`config.mk`:
```
export PLATFORM = sky130hd
export DESIGN_NAME = uart_cmd_rx
export DESIGN_NICKNAME = d
export VERILOG_FILES = /design/src/rtl/uart_cmd_rx.sv
export SDC_FILE = /design/constraint.sdc
export NUM_CORES = 1
export LEC_CHECK = 0
export ABC_AREA = 1
export CAP_MARGIN = 20
export CORE_ASPECT_RATIO = 1.5
export CORE_MARGIN = 4
export CORE_UTILIZATION = 65
export DETAILED_ROUTE_END_ITERATION = 12
export GPL_ROUTABILITY_DRIVEN = 0
export HOLD_SLACK_MARGIN = 0.02
export PLACE_DENSITY = 0.85
export SLEW_MARGIN = 20
export SYNTH_ARGS = -nofsm -noshare
export SYNTH_HDL_FRONTEND = slang
export SYNTH_SLANG_ARGS = --single-unit
```
`constraint.sdc`:
```
create_clock -name clk_50M -period 3.9 [get_ports clk_50M]
set_clock_uncertainty 0.05 [all_clocks]
set_input_delay 0.975 -clock clk_50M [delete_from_list [all_inputs] [get_ports clk_50M]]
set_output_delay 0.975 -clock clk_50M [all_outputs]
set_load 0.05 [all_outputs]
```
`src/rtl/uart_cmd_rx.sv`:
```
// rtl/uart_cmd_rx.sv - 8N1 UART receiver with 5-byte command frame parser
// Drives capture start pulse, calibration enable and sample count from host frames.
module uart_cmd_rx #(
    parameter int BAUDRATE      = 115200,
    parameter int FREQ          = 50_000_000,
    parameter int NUM_DEFAULT   = 512,
    parameter int TIMEOUT_BYTES = 4
) (
    input  logic        clk_50M,
    input  logic        nrst,
    input  logic        rx2F,
    output logic [7:0]  rdata,
    output logic        rvalid,
    output logic        frame_err,
    output logic        cmd_valid,
    output logic        cmd_err,
    output logic        cmd_start,
    output logic        calib_ena,
    output logic [15:0] num_samples
);

    localparam int          BIT      = FREQ / BAUDRATE;
    localparam int          HALF     = BIT / 2;
    localparam logic [15:0] BIT_END  = 16'(BIT - 1);
    localparam logic [15:0] HALF_END = 16'(HALF - 1);
    localparam logic [31:0] TO_LIMIT = 32'(TIMEOUT_BYTES * 10 * BIT);
    localparam logic [15:0] NUM_RST  = 16'(NUM_DEFAULT);
    localparam logic [7:0]  HDR_BYTE = 8'hA5;

    typedef enum logic [1:0] {R_IDLE, R_START, R_DATA, R_STOP} rx_state_t;
    typedef enum logic [2:0] {P_HDR, P_OP, P_HI, P_LO, P_CHK} p_state_t;

    logic        r_rx_meta, r_rx_s, r_rx_prev;
    rx_state_t   r_rx_state, w_rx_next;
    logic [15:0] r_bit_cnt;
    logic [2:0]  r_bit_idx;
    logic [7:0]  r_shift;
    logic        r_err_wait;
    logic [7:0]  r_rdata;
    logic        r_rvalid, r_frame_err;

    logic w_cnt_clr, w_shift_en, w_byte_ok, w_byte_bad, w_wait_set, w_wait_clr;

    always_ff @(posedge clk_50M or negedge nrst) begin
        if (!nrst) begin
            r_rx_meta <= 1'b1;
            r_rx_s    <= 1'b1;
            r_rx_prev <= 1'b1;
        end else begin
            r_rx_meta <= rx2F;
            r_rx_s    <= r_rx_meta;
            r_rx_prev <= r_rx_s;
        end
    end

    always_ff @(posedge clk_50M or negedge nrst) begin
        if (!nrst) r_rx_state <= R_IDLE;
        else       r_rx_state <= w_rx_next;
    end

    always_comb begin
        w_rx_next  = r_rx_state;
        w_cnt_clr  = 1'b0;
        w_shift_en = 1'b0;
        w_byte_ok  = 1'b0;
        w_byte_bad = 1'b0;
        w_wait_set = 1'b0;
        w_wait_clr = 1'b0;
        case (r_rx_state)
            R_IDLE: begin
                if (!r_rx_s && r_rx_prev) begin
                    w_rx_next = R_START;
                    w_cnt_clr = 1'b1;
                end
            end
            R_START: begin
                if (r_bit_cnt == HALF_END) begin
                    w_cnt_clr = 1'b1;
                    w_rx_next = r_rx_s ? R_IDLE : R_DATA;
                end
            end
            R_DATA: begin
                if (r_bit_cnt == BIT_END) begin
                    w_cnt_clr  = 1'b1;
                    w_shift_en = 1'b1;
                    if (r_bit_idx == 3'd7) w_rx_next = R_STOP;
                end
            end
            R_STOP: begin
                // After a bad stop bit, hold here until the line returns high.
                if (r_err_wait) begin
                    if (r_rx_s) begin
                        w_rx_next  = R_IDLE;
                        w_wait_clr = 1'b1;
                    end
                end else if (r_bit_cnt == BIT_END) begin
                    if (r_rx_s) begin
                        w_byte_ok = 1'b1;
                        w_rx_next = R_IDLE;
                    end else begin
                        w_byte_bad = 1'b1;
                        w_wait_set = 1'b1;
                    end
                end
            end
            default: w_rx_next = R_IDLE;
        endcase
    end

    always_ff @(posedge clk_50M or negedge nrst) begin
        if (!nrst) begin
            r_bit_cnt   <= 16'd0;
            r_bit_idx   <= 3'd0;
            r_shift     <= 8'd0;
            r_err_wait  <= 1'b0;
            r_rdata     <= 8'd0;
            r_rvalid    <= 1'b0;
            r_frame_err <= 1'b0;
        end else begin
            if (w_cnt_clr)                r_bit_cnt <= 16'd0;
            else if (r_bit_cnt != 16'hFFFF) r_bit_cnt <= r_bit_cnt + 16'd1;
            if (w_shift_en) begin
                r_shift   <= {r_rx_s, r_shift[7:1]};
                r_bit_idx <= r_bit_idx + 3'd1;
            end
            if (w_wait_set)      r_err_wait <= 1'b1;
            else if (w_wait_clr) r_err_wait <= 1'b0;
            if (w_byte_ok) r_rdata <= r_shift;
            r_rvalid    <= w_byte_ok;
            r_frame_err <= w_byte_bad;
        end
    end

    p_state_t    r_p_state, w_p_next;
    logic [7:0]  r_op, r_hi, r_lo;
    logic [31:0] r_to_cnt;
    logic        r_cmd_valid, r_cmd_err, r_cmd_start, r_calib;
    logic [15:0] r_num;

    logic w_ok, w_err, w_start, w_set_calib, w_set_num, w_ld_op, w_ld_hi, w_ld_lo;
    logic w_timeout;

    assign w_timeout = (r_to_cnt == TO_LIMIT);

    always_ff @(posedge clk_50M or negedge nrst) begin
        if (!nrst) r_p_state <= P_HDR;
        else       r_p_state <= w_p_next;
    end

    always_comb begin
        w_p_next    = r_p_state;
        w_ok        = 1'b0;
        w_err       = 1'b0;
        w_start     = 1'b0;
        w_set_calib = 1'b0;
        w_set_num   = 1'b0;
        w_ld_op     = 1'b0;
        w_ld_hi     = 1'b0;
        w_ld_lo     = 1'b0;
        if (r_p_state != P_HDR && (r_frame_err || w_timeout)) begin
            w_err    = 1'b1;
            w_p_next = P_HDR;
        end else if (r_rvalid) begin
            case (r_p_state)
                P_HDR: if (r_rdata == HDR_BYTE) w_p_next = P_OP;
                P_OP: begin
                    w_ld_op  = 1'b1;
                    w_p_next = P_HI;
                end
                P_HI: begin
                    w_ld_hi  = 1'b1;
                    w_p_next = P_LO;
                end
                P_LO: begin
                    w_ld_lo  = 1'b1;
                    w_p_next = P_CHK;
                end
                P_CHK: begin
                    w_p_next = P_HDR;
                    if (r_rdata != (r_op ^ r_hi ^ r_lo)) begin
                        w_err = 1'b1;
                    end else begin
                        case (r_op)
                            8'h01: begin
                                w_ok    = 1'b1;
                                w_start = 1'b1;
                            end
                            8'h02: begin
                                w_ok        = 1'b1;
                                w_set_calib = 1'b1;
                            end
                            8'h03: begin
                                if ({r_hi, r_lo} == 16'd0) begin
                                    w_err = 1'b1;
                                end else begin
                                    w_ok      = 1'b1;
                                    w_set_num = 1'b1;
                                end
                            end
                            default: w_err = 1'b1;
                        endcase
                    end
                end
                default: w_p_next = P_HDR;
            endcase
        end
    end

    always_ff @(posedge clk_50M or negedge nrst) begin
        if (!nrst) begin
            r_op        <= 8'd0;
            r_hi        <= 8'd0;
            r_lo        <= 8'd0;
            r_to_cnt    <= 32'd0;
            r_cmd_valid <= 1'b0;
            r_cmd_err   <= 1'b0;
            r_cmd_start <= 1'b0;
            r_calib     <= 1'b0;
            r_num       <= NUM_RST;
        end else begin
            if (w_ld_op) r_op <= r_rdata;
            if (w_ld_hi) r_hi <= r_rdata;
            if (w_ld_lo) r_lo <= r_rdata;
            // Inter-byte timer only runs while a frame is partially received.
            if (r_p_state == P_HDR || r_rvalid) r_to_cnt <= 32'd0;
            else if (!w_timeout)                r_to_cnt <= r_to_cnt + 32'd1;
            r_cmd_valid <= w_ok;
            r_cmd_err   <= w_err;
            r_cmd_start <= w_start;
            if (w_set_calib) r_calib <= r_lo[0];
            if (w_set_num)   r_num   <= {r_hi, r_lo};
        end
    end

    assign rdata       = r_rdata;
    assign rvalid      = r_rvalid;
    assign frame_err   = r_frame_err;
    assign cmd_valid   = r_cmd_valid;
    assign cmd_err     = r_cmd_err;
    assign cmd_start   = r_cmd_start;
    assign calib_ena   = r_calib;
    assign num_samples = r_num;

endmodule

```
[Word-level counts from Yosys, hierarchy flattened]
Cells that the tools add are included.
Storage, ports and cells
  bits in registers: 122
  latch bits: 0
  memory bits (writable): 0
  bits in read-only memories: 0
  output and inout port bits: 30
  logic and storage cells: 135
  memories kept: 0
Cells by class
  add/subtract/negate cells: 3
  $mul: 0
  div/mod/pow operators: 0
  order comparisons: 0
  eq/ne operators: 24
  shifts and indexed selects: 0
  mux-type cells: 70
  bitwise operators: 2
  reductions and logical operators: 15
Operator list (number)
  $mux 32: 2
  $mux 1: 50
  $add 32x1->32 const B: 1
  $eq 32x15->1 const B: 1
  $mux 16: 2
  $add 16x1->16 const B: 1
  $eq 16x8->1 const B: 1
  $eq 16x9->1 const B: 1
  $eq 8x2->1 const B: 2
  $logic_not 16->1: 1
  $mux 2: 8
  $ne 16x16->1 const B: 1
  $xor 8x8->8: 2
  $pmux 3 s4: 1
  $mux 3: 3
  $eq 8x1->1 const B: 1
  $eq 8x8->1 const B: 1
  $ne 2x2->1 const B: 4
  $ne 8x8->1: 1
  $pmux 2 s4: 1
  $eq 3x2->1 const B: 2
  $eq 3x3->1 const B: 2
  $ne 3x3->1 const B: 2
  $reduce_bool 2->1: 3
  16 further kinds: 20

[Longest topological paths before layout]
  word-level depth: 7
  gate-level depth with buffers: 15

[Worst setup path before layout]
No wires, ideal clock.
  path type: register to register
  from: register r_rdata[5] (netlist: rdata[5])
  to: register r_num[10] (netlist: num_samples[10])
  library setup time: 0.119 ns
  data arrival time: 1.760 ns
  data required time: 3.731 ns
  path slack: 1.971 ns
  cell stages (with the launch flop): 13
  path buffers: 1
  cells stage by stage: dfrtp_1 -> nand2_1 -> inv_1 -> nor2_1 -> nand2_1 -> nand2_1 -> nor2_1 -> nand2_1 -> nor2_2 -> nand4_4 -> buf_12 -> nand2_2 -> nand2_1
On the way
  longest elaborated chain between the ends: 5
RTL lines
  from (decl): RTL line 39  | logic [7:0] r_rdata;
  from (signal assigned): RTL line 128  | if (w_byte_ok) r_rdata <= r_shift;
  $ne 8x8->1: RTL line 180  | if (r_rdata != (r_op ^ r_hi ^ r_lo)) begin
  $mux 1: RTL line 180
  $mux 1: RTL line 164  | case (r_p_state)
  $mux 1: RTL line 163  | end else if (r_rvalid) begin
  $mux 1: RTL line 160  | if (r_p_state != P_HDR && (r_frame_err || w_timeout)) begin
  to (signal assigned): RTL line 231  | if (w_set_num) r_num <= {r_hi, r_lo};
  to (decl): RTL line 138  | logic [15:0] r_num;
No other way between the ends.
A chain may end at the register's enable or synchronous reset.

[Worst setup path after layout]
  from: register r_rvalid (netlist: rvalid)
  to: output rvalid
RTL lines
  from (decl): RTL line 40  | logic r_rvalid, r_frame_err;
  from (signal assigned): RTL line 129  | r_rvalid <= w_byte_ok;
  to (decl): RTL line 13  | output logic rvalid,
No word-level cell between the ends.

==> flow_summary.toml <==
[outcome]
status = "finished clean"

[pwr]
p_int_mw = 2.407
power.switching_mw = 0.7800
seqPwrFrac = 0.427
power_frac_comb = 0.077
p_leak_nw = 3.586
power.density_nw_per_um2 = 419.4
ir_drop_mv = 0.4239
totalPowerFinal_mw = 3.187
clkPwrFrac = 0.496
sw_frac_of_total = 0.2447

[yosys]
synthesis.instances = 875
ys_warn_count = 0
syn-cell-area_um2 = 6616
synthArstFlopShare = 1.000
ys_ff_latch = 122
synth_common_cells = "nand2_1 (250), dfrtp_1 (118), nor2_1 (115), inv_1 (107), o21ai_0 (47)"
synth_edf_count = 0
syn-num-nets = 885
synth_top_area_frac = 0.4463
yosysMostFrequentCell = "nand2_1"
ys_seq_area_frac = 0.4622
synthFlopType = "dfrtp_1"
synth_top_area_cell = "dfrtp_1"
yosys-top-cells-area = "dfrtp_1 (45%), nand2_1 (14%), nor2_1 (6.5%)"
synth_area_per_cell_um2 = 7.562
synth.distinct_cells = 41

[placed_design]
port_buffers = 32
post-place-ws_ns = 1.529
post_dp_cell_area_um2 = 7004
place_inst = 1011
place_hpwl_mm = 10.29

[routing]
viasPerCell = 5.655
dr.pass1.iters = 5
vias = 5898
avgRoutedWirePerCell_um = 14.79
drt_iter0_drc = 504
drt_wl_total_mm = 15.43
drc = 0
ant_nets = 0

[clock_tree]
cts_sinks = 122
post_cts_buffers = 0
htreeDepth = 4
ctsResizeCount = 0
cts_root_buf = "clkbuf_16"
cts_buffer_depth = 2
cts_tree = "done"
clock_latency_ns = 0.42
holdBufCountCts = 0
clkTransAtPathRegs_ns = 0.05
numCtsBuffers = 17

[final_layout]
fill_cells = 668
design_area_um2 = 7600
final_cells = 1043
multi_input_area_um2 = 2972
fin_nets = 925
utilization = 0.7755
diodes = 0
drive_gt1_frac = 0.1045
seq_area_um2 = 3058
area_delta_synth_final_pct = 14.86

[global_route]
grt_pass1_vias = 5840
track_usage = 0.2700
antenna_found_initial = 0
busiest_layer = "met2"
grt_first_pass_wirelength_mm = 26.59
grtUsageMet3 = 0.05492
met1_usage = 0.3267
grt_remaining_overflow = 0
grt_util_met2 = 0.4653
grt_max_degree = 65

[timing]
period_share = 0.7161
rsz0062_at_grt = "false"
period_needed_ns = 2.793
max_freq_mhz = 358.1
holdWs_ns = 0.3090
slew_violations = 0
worstMarginPinSlew_ns = 0.7452
final_hold_viol_count = 0
finalSetupViolations = 0
layout_setup_ws_ns = 1.107
setup_tns_ns = 0
slew_headroom = 0.5032

[setup_path]
worst_path_largest_cell_delay_ns = 0.88
worstPathRequired_ns = 2.87
cp-end-kind = "primary output"
critPathKind = "flop to primary output"
cp-start-kind = "flop"
cp_slowest_cell = "clkdlybuf4s50_1"
path_cells = "clkdlybuf4s50_1"
critPathBufInv = 1
critPathTopFamily = "buffers and inverters"
reg2regPathDepth = 10
path_depth = 1
worstPathMaxFanout = 5
crit_arrival_ns = 1.77

[floorplan]
initial_core_util = 0.6752
design.portCount = 33
core_um2 = 9799
num_rows = 44
die_area_um2 = 11890
fp.dieH_um = 131.6
chipWidth_um = 90.38

[min_path]
min_delay_path_depth = 0
hold_class = "flop to flop"

[flow_run]
drv_cap = 0
-- cells by family after synthesis --
logic type / Yosys count / share of synthesized area
AO/OA/AOI/OAI: 86 / 0.06827
flip-flops: 122 / 0.4622
buffers and inverters: 141 / 0.08869
adder cells (fa/ha/maj): 7 / 0.01324
XOR/XNOR: 16 / 0.02118
AND/OR/NAND/NOR: 501 / 0.3430
multiplexers: 2 / 0.003404
-- cells in the final DEF (no fill, tap or decap), types with 11 or more instances in the layout --
cell type	count
nor3_1	33
a21oi_1	18
dfrtp_1	118
nand3_1	34
clkbuf_16	17
nor2_1	115
inv_2	18
o21ai_1	11
inv_1	107
nand2_2	14
nand4_1	19
nand2_1	250
clkdlybuf4s50_1	31
xor2_1	12
o21ai_0	47
nand3_2	12
-- registers in the layout, indices dropped and copies added, names as in the netlist, 3 cells and up, named ones only --
signal / count
r_to_cnt: 32
num_samples: 16
r_bit_cnt: 16
r_hi: 8
r_lo: 8
r_op: 8
r_shift: 8
rdata: 8
r_bit_idx: 3
r_p_state: 3
-- power by group through the flow --
stage | registers [mW] | clock network [mW] | logic (mW)
2_1_floorplan | 1.36 | 0 | 0.165
3_3_place_gp | 1.37 | 0 | 0.214
3_5_place_dp | 1.37 | 0 | 0.230
4_1_cts | 1.36 | 1.59 | 0.247
5_1_grt | 1.36 | 1.65 | 0.284
6_report | 1.36 | 1.58 | 0.247
-- final timing paths --
kind | start | to | slack [ns]
setup / recovery | rvalid$_DFF_PN0_ | rvalid | 1.11
hold / removal | r_rx_meta$_DFF_PN1_ | r_rx_s$_DFF_PN1_ | 0.31
setup reg to reg | r_bit_cnt[1]$_DFFE_PN0P_ | r_bit_cnt[8]$_DFFE_PN0P_ | 1.41
hold reg to reg | r_rx_meta$_DFF_PN1_ | r_rx_s$_DFF_PN1_ | 0.31
max in group asynchronous | nrst | r_rx_meta$_DFF_PN1_ | 2.41
min in group asynchronous | nrst | r_to_cnt[18]$_DFFE_PN0P_ | 0.56
-- cell type report --
class | instances | area share
Clock buffer | 20 | 0.05878
Sequential cell | 122 | 0.4024
Tap cell | 115 | 0.01893
Inverter | 128 | 0.06388
Timing Repair Buffer | 34 | 0.04544
Clock inverter | 12 | 0.01959
Multi-Input combinational cell | 612 | 0.3910
-- metal layers --
metal / part of all wire / wire, um
met1: 0.41 / 6310
met2: 0.51 / 7898
met3: 0.049 / 761
met4: 0.030 / 459
met5: 0 / 0
Power figures use the tool's default switching activity.
